## config.mk

```make
export PLATFORM = sky130hd
export DESIGN_NAME = cc_logic_arbiter_flat
export DESIGN_NICKNAME = d
export VERILOG_FILES = /design/src/rtl/cc_logic_arbiter_if.sv /design/src/rtl/cc_logic_arbiter.sv /design/src/flat_wrapper.sv
export SDC_FILE = /design/constraint.sdc
export NUM_CORES = 1
export LEC_CHECK = 0
export CAP_MARGIN = 20
export CORE_ASPECT_RATIO = 0.7
export CORE_MARGIN = 3
export CORE_UTILIZATION = 31
export CTS_CLUSTER_DIAMETER = 100
export DETAILED_ROUTE_END_ITERATION = 8
export GPL_TIMING_DRIVEN = 0
export PLACE_DENSITY_LB_ADDON = 0.2
export SLEW_MARGIN = 20
export SYNTH_ARGS = -nofsm -noshare
export SYNTH_HDL_FRONTEND = slang
export SYNTH_SLANG_ARGS = --single-unit
```

## constraint.sdc

```tcl
create_clock -name CC_LOGICARB_CLOCK_50 -period 1.3 [get_ports CC_LOGICARB_CLOCK_50]
set_clock_uncertainty 0.1 [all_clocks]
set_input_delay 0.26 -clock CC_LOGICARB_CLOCK_50 [delete_from_list [all_inputs] [get_ports CC_LOGICARB_CLOCK_50]]
set_output_delay 0.26 -clock CC_LOGICARB_CLOCK_50 [all_outputs]
set_load 0.005 [all_outputs]
```

## src/rtl/cc_logic_arbiter_if.sv

```systemverilog
// rtl/cc_logic_arbiter_if.sv - requester and result handshake bundle for cc_logic_arbiter
// Optional zero-flag signal present when CC_LOGICARB_ZEROFLAG_EN is defined.
interface cc_logic_arbiter_if #(
  parameter int NUMBER_DATAWIDTH = 8
);
  logic                        CC_LOGICARB_req0Valid_In;
  logic                        CC_LOGICARB_req0Ready_Out;
  logic [NUMBER_DATAWIDTH-1:0] CC_LOGICARB_req0Data0_In;
  logic [NUMBER_DATAWIDTH-1:0] CC_LOGICARB_req0Data1_In;
  logic [1:0]                  CC_LOGICARB_req0Op_In;
  logic                        CC_LOGICARB_req1Valid_In;
  logic                        CC_LOGICARB_req1Ready_Out;
  logic [NUMBER_DATAWIDTH-1:0] CC_LOGICARB_req1Data0_In;
  logic [NUMBER_DATAWIDTH-1:0] CC_LOGICARB_req1Data1_In;
  logic [1:0]                  CC_LOGICARB_req1Op_In;
  logic [NUMBER_DATAWIDTH-1:0] CC_LOGICARB_z_Out;
  logic                        CC_LOGICARB_zValid_Out;
  logic                        CC_LOGICARB_zId_Out;
  logic                        CC_LOGICARB_zReady_In;
`ifdef CC_LOGICARB_ZEROFLAG_EN
  logic                        CC_LOGICARB_zZero_Out;
`endif

  modport master (
    output CC_LOGICARB_req0Valid_In, CC_LOGICARB_req0Data0_In, CC_LOGICARB_req0Data1_In,
    output CC_LOGICARB_req0Op_In,
    output CC_LOGICARB_req1Valid_In, CC_LOGICARB_req1Data0_In, CC_LOGICARB_req1Data1_In,
    output CC_LOGICARB_req1Op_In,
    output CC_LOGICARB_zReady_In,
    input  CC_LOGICARB_req0Ready_Out, CC_LOGICARB_req1Ready_Out,
`ifdef CC_LOGICARB_ZEROFLAG_EN
    input  CC_LOGICARB_zZero_Out,
`endif
    input  CC_LOGICARB_z_Out, CC_LOGICARB_zValid_Out, CC_LOGICARB_zId_Out
  );

  modport slave (
    input  CC_LOGICARB_req0Valid_In, CC_LOGICARB_req0Data0_In, CC_LOGICARB_req0Data1_In,
    input  CC_LOGICARB_req0Op_In,
    input  CC_LOGICARB_req1Valid_In, CC_LOGICARB_req1Data0_In, CC_LOGICARB_req1Data1_In,
    input  CC_LOGICARB_req1Op_In,
    input  CC_LOGICARB_zReady_In,
    output CC_LOGICARB_req0Ready_Out, CC_LOGICARB_req1Ready_Out,
`ifdef CC_LOGICARB_ZEROFLAG_EN
    output CC_LOGICARB_zZero_Out,
`endif
    output CC_LOGICARB_z_Out, CC_LOGICARB_zValid_Out, CC_LOGICARB_zId_Out
  );
endinterface

```

## src/rtl/cc_logic_arbiter.sv

```systemverilog
// rtl/cc_logic_arbiter.sv - round-robin arbiter sharing one bitwise logic unit between two requesters
// Optional zero-flag output enabled by defining CC_LOGICARB_ZEROFLAG_EN.
module cc_logic_arbiter #(
  parameter int NUMBER_DATAWIDTH = 8
) (
  input  logic               CC_LOGICARB_CLOCK_50,
  input  logic               CC_LOGICARB_RESET_InLow,
  cc_logic_arbiter_if.slave  bus
);
  localparam int W = NUMBER_DATAWIDTH;

  typedef enum logic [1:0] {IDLE, EXEC, RESP} state_t;

  state_t         state, state_nxt;
  logic           prio;
  logic           any_req;
  logic           grant_id;
  logic           accept;
  logic           ready0, ready1;
  logic [W-1:0]   a_q, b_q;
  logic [1:0]     op_q;
  logic           id_q;
  logic [W-1:0]   result;
  logic [W-1:0]   z_q;
  logic           zvalid_q;
  logic           zid_q;
`ifdef CC_LOGICARB_ZEROFLAG_EN
  logic           zzero_q;
`endif

  // A lone requester wins regardless of the pointer; prio only breaks ties.
  assign any_req  = bus.CC_LOGICARB_req0Valid_In | bus.CC_LOGICARB_req1Valid_In;
  assign grant_id = (bus.CC_LOGICARB_req0Valid_In & bus.CC_LOGICARB_req1Valid_In)
                    ? prio : bus.CC_LOGICARB_req1Valid_In;

  always_ff @(posedge CC_LOGICARB_CLOCK_50) begin
    if (!CC_LOGICARB_RESET_InLow) state <= IDLE;
    else                          state <= state_nxt;
  end

  always_comb begin
    state_nxt = state;
    accept    = 1'b0;
    ready0    = 1'b0;
    ready1    = 1'b0;
    case (state)
      IDLE: begin
        if (any_req && CC_LOGICARB_RESET_InLow) begin
          accept    = 1'b1;
          ready0    = ~grant_id;
          ready1    = grant_id;
          state_nxt = EXEC;
        end
      end
      EXEC:    state_nxt = RESP;
      RESP:    if (bus.CC_LOGICARB_zReady_In) state_nxt = IDLE;
      default: state_nxt = IDLE;
    endcase
  end

  always_comb begin
    result = '0;
    case (op_q)
      2'b00: result = a_q | b_q;
      2'b01: result = a_q & b_q;
      2'b10: result = a_q ^ b_q;
      2'b11: result = ~(a_q | b_q);
      default: result = '0;
    endcase
  end

  always_ff @(posedge CC_LOGICARB_CLOCK_50) begin
    if (!CC_LOGICARB_RESET_InLow) begin
      prio     <= 1'b0;
      a_q      <= '0;
      b_q      <= '0;
      op_q     <= 2'b00;
      id_q     <= 1'b0;
      z_q      <= '0;
      zvalid_q <= 1'b0;
      zid_q    <= 1'b0;
`ifdef CC_LOGICARB_ZEROFLAG_EN
      zzero_q  <= 1'b0;
`endif
    end else begin
      if (accept) begin
        a_q  <= grant_id ? bus.CC_LOGICARB_req1Data0_In : bus.CC_LOGICARB_req0Data0_In;
        b_q  <= grant_id ? bus.CC_LOGICARB_req1Data1_In : bus.CC_LOGICARB_req0Data1_In;
        op_q <= grant_id ? bus.CC_LOGICARB_req1Op_In    : bus.CC_LOGICARB_req0Op_In;
        id_q <= grant_id;
      end
      if (state == EXEC) begin
        z_q      <= result;
        zvalid_q <= 1'b1;
        zid_q    <= id_q;
`ifdef CC_LOGICARB_ZEROFLAG_EN
        zzero_q  <= (result == '0);
`endif
      end
      // Retirement hands the tie-break to the requester that was not just served.
      if (state == RESP && bus.CC_LOGICARB_zReady_In) begin
        zvalid_q <= 1'b0;
        prio     <= ~zid_q;
      end
    end
  end

  assign bus.CC_LOGICARB_req0Ready_Out = ready0;
  assign bus.CC_LOGICARB_req1Ready_Out = ready1;
  assign bus.CC_LOGICARB_z_Out         = z_q;
  assign bus.CC_LOGICARB_zValid_Out    = zvalid_q;
  assign bus.CC_LOGICARB_zId_Out       = zid_q;
`ifdef CC_LOGICARB_ZEROFLAG_EN
  assign bus.CC_LOGICARB_zZero_Out     = zzero_q;
`endif
endmodule

```

## src/flat_wrapper.sv

```systemverilog
// flat-port wrapper written by rule: the top's interface ports become plain ports
module cc_logic_arbiter_flat 
#(
  parameter int NUMBER_DATAWIDTH = 8
)
  (CC_LOGICARB_CLOCK_50, CC_LOGICARB_RESET_InLow, bus_CC_LOGICARB_req0Valid_In, bus_CC_LOGICARB_req0Data0_In, bus_CC_LOGICARB_req0Data1_In, bus_CC_LOGICARB_req0Op_In, bus_CC_LOGICARB_req1Valid_In, bus_CC_LOGICARB_req1Data0_In, bus_CC_LOGICARB_req1Data1_In, bus_CC_LOGICARB_req1Op_In, bus_CC_LOGICARB_zReady_In, bus_CC_LOGICARB_req0Ready_Out, bus_CC_LOGICARB_req1Ready_Out, bus_CC_LOGICARB_z_Out, bus_CC_LOGICARB_zValid_Out, bus_CC_LOGICARB_zId_Out);
  cc_logic_arbiter_if #(.NUMBER_DATAWIDTH(NUMBER_DATAWIDTH)) bus_i ();
  input  logic CC_LOGICARB_CLOCK_50;
  input  logic CC_LOGICARB_RESET_InLow;
  input wire logic [$bits(bus_i.CC_LOGICARB_req0Valid_In)-1:0] bus_CC_LOGICARB_req0Valid_In;
  input wire logic [$bits(bus_i.CC_LOGICARB_req0Data0_In)-1:0] bus_CC_LOGICARB_req0Data0_In;
  input wire logic [$bits(bus_i.CC_LOGICARB_req0Data1_In)-1:0] bus_CC_LOGICARB_req0Data1_In;
  input wire logic [$bits(bus_i.CC_LOGICARB_req0Op_In)-1:0] bus_CC_LOGICARB_req0Op_In;
  input wire logic [$bits(bus_i.CC_LOGICARB_req1Valid_In)-1:0] bus_CC_LOGICARB_req1Valid_In;
  input wire logic [$bits(bus_i.CC_LOGICARB_req1Data0_In)-1:0] bus_CC_LOGICARB_req1Data0_In;
  input wire logic [$bits(bus_i.CC_LOGICARB_req1Data1_In)-1:0] bus_CC_LOGICARB_req1Data1_In;
  input wire logic [$bits(bus_i.CC_LOGICARB_req1Op_In)-1:0] bus_CC_LOGICARB_req1Op_In;
  input wire logic [$bits(bus_i.CC_LOGICARB_zReady_In)-1:0] bus_CC_LOGICARB_zReady_In;
  output wire logic [$bits(bus_i.CC_LOGICARB_req0Ready_Out)-1:0] bus_CC_LOGICARB_req0Ready_Out;
  output wire logic [$bits(bus_i.CC_LOGICARB_req1Ready_Out)-1:0] bus_CC_LOGICARB_req1Ready_Out;
  output wire logic [$bits(bus_i.CC_LOGICARB_z_Out)-1:0] bus_CC_LOGICARB_z_Out;
  output wire logic [$bits(bus_i.CC_LOGICARB_zValid_Out)-1:0] bus_CC_LOGICARB_zValid_Out;
  output wire logic [$bits(bus_i.CC_LOGICARB_zId_Out)-1:0] bus_CC_LOGICARB_zId_Out;
  assign bus_i.CC_LOGICARB_req0Valid_In = bus_CC_LOGICARB_req0Valid_In;
  assign bus_i.CC_LOGICARB_req0Data0_In = bus_CC_LOGICARB_req0Data0_In;
  assign bus_i.CC_LOGICARB_req0Data1_In = bus_CC_LOGICARB_req0Data1_In;
  assign bus_i.CC_LOGICARB_req0Op_In = bus_CC_LOGICARB_req0Op_In;
  assign bus_i.CC_LOGICARB_req1Valid_In = bus_CC_LOGICARB_req1Valid_In;
  assign bus_i.CC_LOGICARB_req1Data0_In = bus_CC_LOGICARB_req1Data0_In;
  assign bus_i.CC_LOGICARB_req1Data1_In = bus_CC_LOGICARB_req1Data1_In;
  assign bus_i.CC_LOGICARB_req1Op_In = bus_CC_LOGICARB_req1Op_In;
  assign bus_i.CC_LOGICARB_zReady_In = bus_CC_LOGICARB_zReady_In;
  assign bus_CC_LOGICARB_req0Ready_Out = bus_i.CC_LOGICARB_req0Ready_Out;
  assign bus_CC_LOGICARB_req1Ready_Out = bus_i.CC_LOGICARB_req1Ready_Out;
  assign bus_CC_LOGICARB_z_Out = bus_i.CC_LOGICARB_z_Out;
  assign bus_CC_LOGICARB_zValid_Out = bus_i.CC_LOGICARB_zValid_Out;
  assign bus_CC_LOGICARB_zId_Out = bus_i.CC_LOGICARB_zId_Out;
  cc_logic_arbiter #(.NUMBER_DATAWIDTH(NUMBER_DATAWIDTH)) u_core (.CC_LOGICARB_CLOCK_50(CC_LOGICARB_CLOCK_50), .CC_LOGICARB_RESET_InLow(CC_LOGICARB_RESET_InLow), .bus(bus_i));
endmodule
```

==> flow_metrics.py <==
metrics = {
    "outcome": {
        "status": "finished with violations",
        "violations": "setup timing",
    },
    "finish": {
        "drive_gt1_share_pct": 39.1,
        "mostFrequentLayoutCells": "37 x clkdlybuf4s50_1, 18 x buf_4, 18 x nand3b_1, 18 x dfxtp_2",
        "final_common_cell": "clkdlybuf4s50_1",
        "syn_to_final_growth_pct": 59.2,
        "final_nets": 373,
        "num_antenna_cells": 0,
        "layout.cells.non_filler": 408,
        "fillers": 593,
        "final_core_util_pct": 52.3,
        "stdcell_area_sq_mm": 0.00335,
    },
    "route": {
        "wl_per_cell_um": 15.5,
        "ant_nets": 0,
        "drc": 0,
        "first_pass_iters": 4,
        "via_per_inst": 4.90,
        "drt_first_iter_violations": 95,
        "num_vias": 1998,
        "routed_wl_um": 6330,
    },
    "clocking": {
        "cts_buffers": 5,
        "clk_path_buf_depth": 2,
        "clk_pin_slew_ns": 0.07,
        "cts.sink_count": 32,
        "cts_tree": "done",
        "cts_hold_buf": 0,
        "clk_latency_ns": 0.29,
        "cts_htree_levels": 2,
        "cts_root_buffer": "clkbuf_8",
    },
    "placement": {
        "hpwlAfterDp_um": 4280,
        "place_inst": 377,
        "place_congestion": 0.794,
        "dp_slack_ns": -1.21,
        "io_buffers": 52,
        "place_area_sq_mm": 0.00274,
    },
    "yosys": {
        "synthFlopType": "dfxtp_1",
        "yosysSeqAreaShare_pct": 30.5,
        "synthCells": 234,
        "yosys_warnings": 0,
        "synthesis.nets": 291,
        "ys_seq_elements": 32,
        "synth_edf_count": 0,
        "ys_async_sr_fraction_pct": 0,
        "synth_area_per_cell_sq_um": 8.98,
        "synth_area_sq_mm": 0.00210,
        "yosysUniqueCellTypes": 33,
    },
    "pwr": {
        "ir_worst_vdd_mv": 0.552,
        "powerDensity_mw_per_mm2": 1010,
        "p_leak_nw": 1.33,
    },
    "worst_setup_path": {
        "critical_path_arrival_ns": 1.50,
        "path_delay_family": "simple AND/OR/NAND/NOR gates",
        "startpoint_type": "flip-flop",
        "crit_chain": "nor3b_4 > buf_6 > buf_6 > nor3b_4 > buf_2",
        "max_stage_delay_ns": 0.35,
        "required_ns": 0.94,
        "startpoint": "u_core.state[1]$_SDFFE_PN0P_",
        "worstPathMaxFanout": 2,
        "critPathSlowestCell": "dfxtp_4",
        "end_kind": "output pin",
        "path_buf_inv": 3,
        "path_class": "flip-flop to output pin",
        "rr_startpoint": "u_core.state[1]$_SDFFE_PN0P_",
    },
    "timing": {
        "setup_viol": 22,
        "slew_headroom_pct": 53.5,
        "fmax_mhz": 537,
        "hold_viol": 0,
        "layout_setup_ws_ns": -0.562,
        "finalCritPeriodShare_pct": 143,
        "rsz0062_at_grt": "true",
        "tns_ns": -5.48,
        "worstMarginPinSlew_ns": 0.698,
        "min_period_ns": 1.86,
        "maxSlewViolCount": 0,
    },
    "grt": {
        "grt_first_pass_wirelength_um": 10100,
        "antenna_found_initial": 0,
        "grt_pass1_vias": 1983,
        "grt_use_total_pct": 16.3,
        "grt.overflow.total": 0,
        "grt_max_degree": 11,
    },
    "flow_run": {
        "drv_cap": 0,
    },
    "floorplan": {
        "core.rowCount": 24,
        "ios": 53,
        "coreArea_sq_mm": 0.00640,
        "initial_core_util_pct": 32.9,
        "die_height_um": 74.9,
        "die_w_um": 104,
        "die_area_sq_mm": 0.00782,
    },
    "hold_path": {
        "hold_start": "u_core.bus.CC_LOGICARB_z_Out[3]$_SDFFE_PN0N_",
        "min_path_type": "flip-flop to flip-flop",
    },
}
## flip-flops by register name, indices dropped and copies added, names as in the netlist
| name | flops |
|---|---|
| u_core.a_q | 8 |
| u_core.b_q | 8 |
| u_core.bus.CC_LOGICARB_zId_Out | 1 |
| u_core.bus.CC_LOGICARB_zValid_Out | 1 |
| u_core.bus.CC_LOGICARB_z_Out | 8 |
| u_core.id_q | 1 |
| u_core.op_q | 2 |
| u_core.prio | 1 |
| u_core.state | 2 |
## synth_stat cells, types with 2 or more instances
master / n / area (sq um)
o32ai_1: 4 / 35.0
a31oi_1: 4 / 25.0
o21a_1: 2 / 15.0
a311oi_2: 11 / 165
nor2b_1: 5 / 31.3
a311oi_1: 7 / 61.3
buf_6: 4 / 45.0
o21ai_1: 2 / 10.0
a21oi_1: 19 / 95.1
buf_2: 8 / 40.0
mux2i_1: 5 / 50.1
inv_1: 21 / 78.8
a211o_1: 4 / 35.0
ha_1: 16 / 200
a211oi_1: 4 / 30.0
nand3b_1: 18 / 135
mux2_2: 4 / 45.0
o21ai_0: 21 / 105
nor3b_2: 2 / 25.0
and2_1: 5 / 31.3
dfxtp_1: 32 / 641
clkbuf_1: 4 / 15.0
nor2_1: 8 / 30.0
buf_4: 7 / 52.6
nand2_1: 9 / 33.8
## repair_timing
item | CTS | global route
resized for setup | 87 | 42
gates cloned | 4 | 0
pin swaps | 10 | 20
setup endpoints to repair | 44 | 34
buffers inserted | 17 | 10
## worst reg2reg max path: cells and delay by family, from the launching register on
| family | cells | cell delay [ns] |
|---|---|---|
| compound gates | 1 | 0.09 |
| buf+inv | 4 | 0.48 |
| flops | 1 | 0.35 |
| simple gates | 2 | 0.39 |
## logic make-up after synthesis
group           Yosys count  synth area share, %
buf+inv                  45                 11.2
compound gates           79                 27.8
mux                       9                 4.52
fa+ha+maj                16                 9.52
flops                    32                 30.5
simple gates             53                 16.5
## cell type report
class / instances / area, sq um / area share [%]
clock buffers: 7 / 96.3 / 2.88
well taps: 91 / 114 / 3.40
plain buffers: 21 / 203 / 6.06
multi-input cells: 157 / 1360 / 40.5
flip-flops and latches: 32 / 686 / 20.5
clock inverters: 1 / 30.0 / 0.898
inverters: 22 / 85.1 / 2.54
repair buffers: 77 / 776 / 23.2
## final timing paths
check	to	slack, ns	cells after the start
setup / recovery	bus_CC_LOGICARB_req1Ready_Out	-0.56	5
hold / removal	u_core.bus.CC_LOGICARB_z_Out[3]$_SDFFE_PN0N_	0.38	2
setup reg to reg	u_core.b_q[6]$_SDFFE_PN0P_	-0.26	7
hold reg to reg	u_core.bus.CC_LOGICARB_z_Out[3]$_SDFFE_PN0N_	0.38	2
## metrics by stage
stage               power [W]  hold slack, ns
floorplan             0.00170           0.330
global placement      0.00201           0.364
detailed placement    0.00202           0.368
CTS                   0.00332           0.375
global route          0.00355           0.398
finish                0.00339           0.377
## where the power goes
group / switching [W] / internal, W
registers: 0.0000913 / 0.00108
clock network: 0.000398 / 0.000677
logic: 0.000484 / 0.000653
## metal layers
layer | routed length, um | global-route usage, %
met1 | 3220 | 22.8
met2 | 2700 | 25.7
met3 | 360 | 4.03
met4 | 51 | 3.54
met5 | 0 | 0
(Power assumes the default switching activity.)
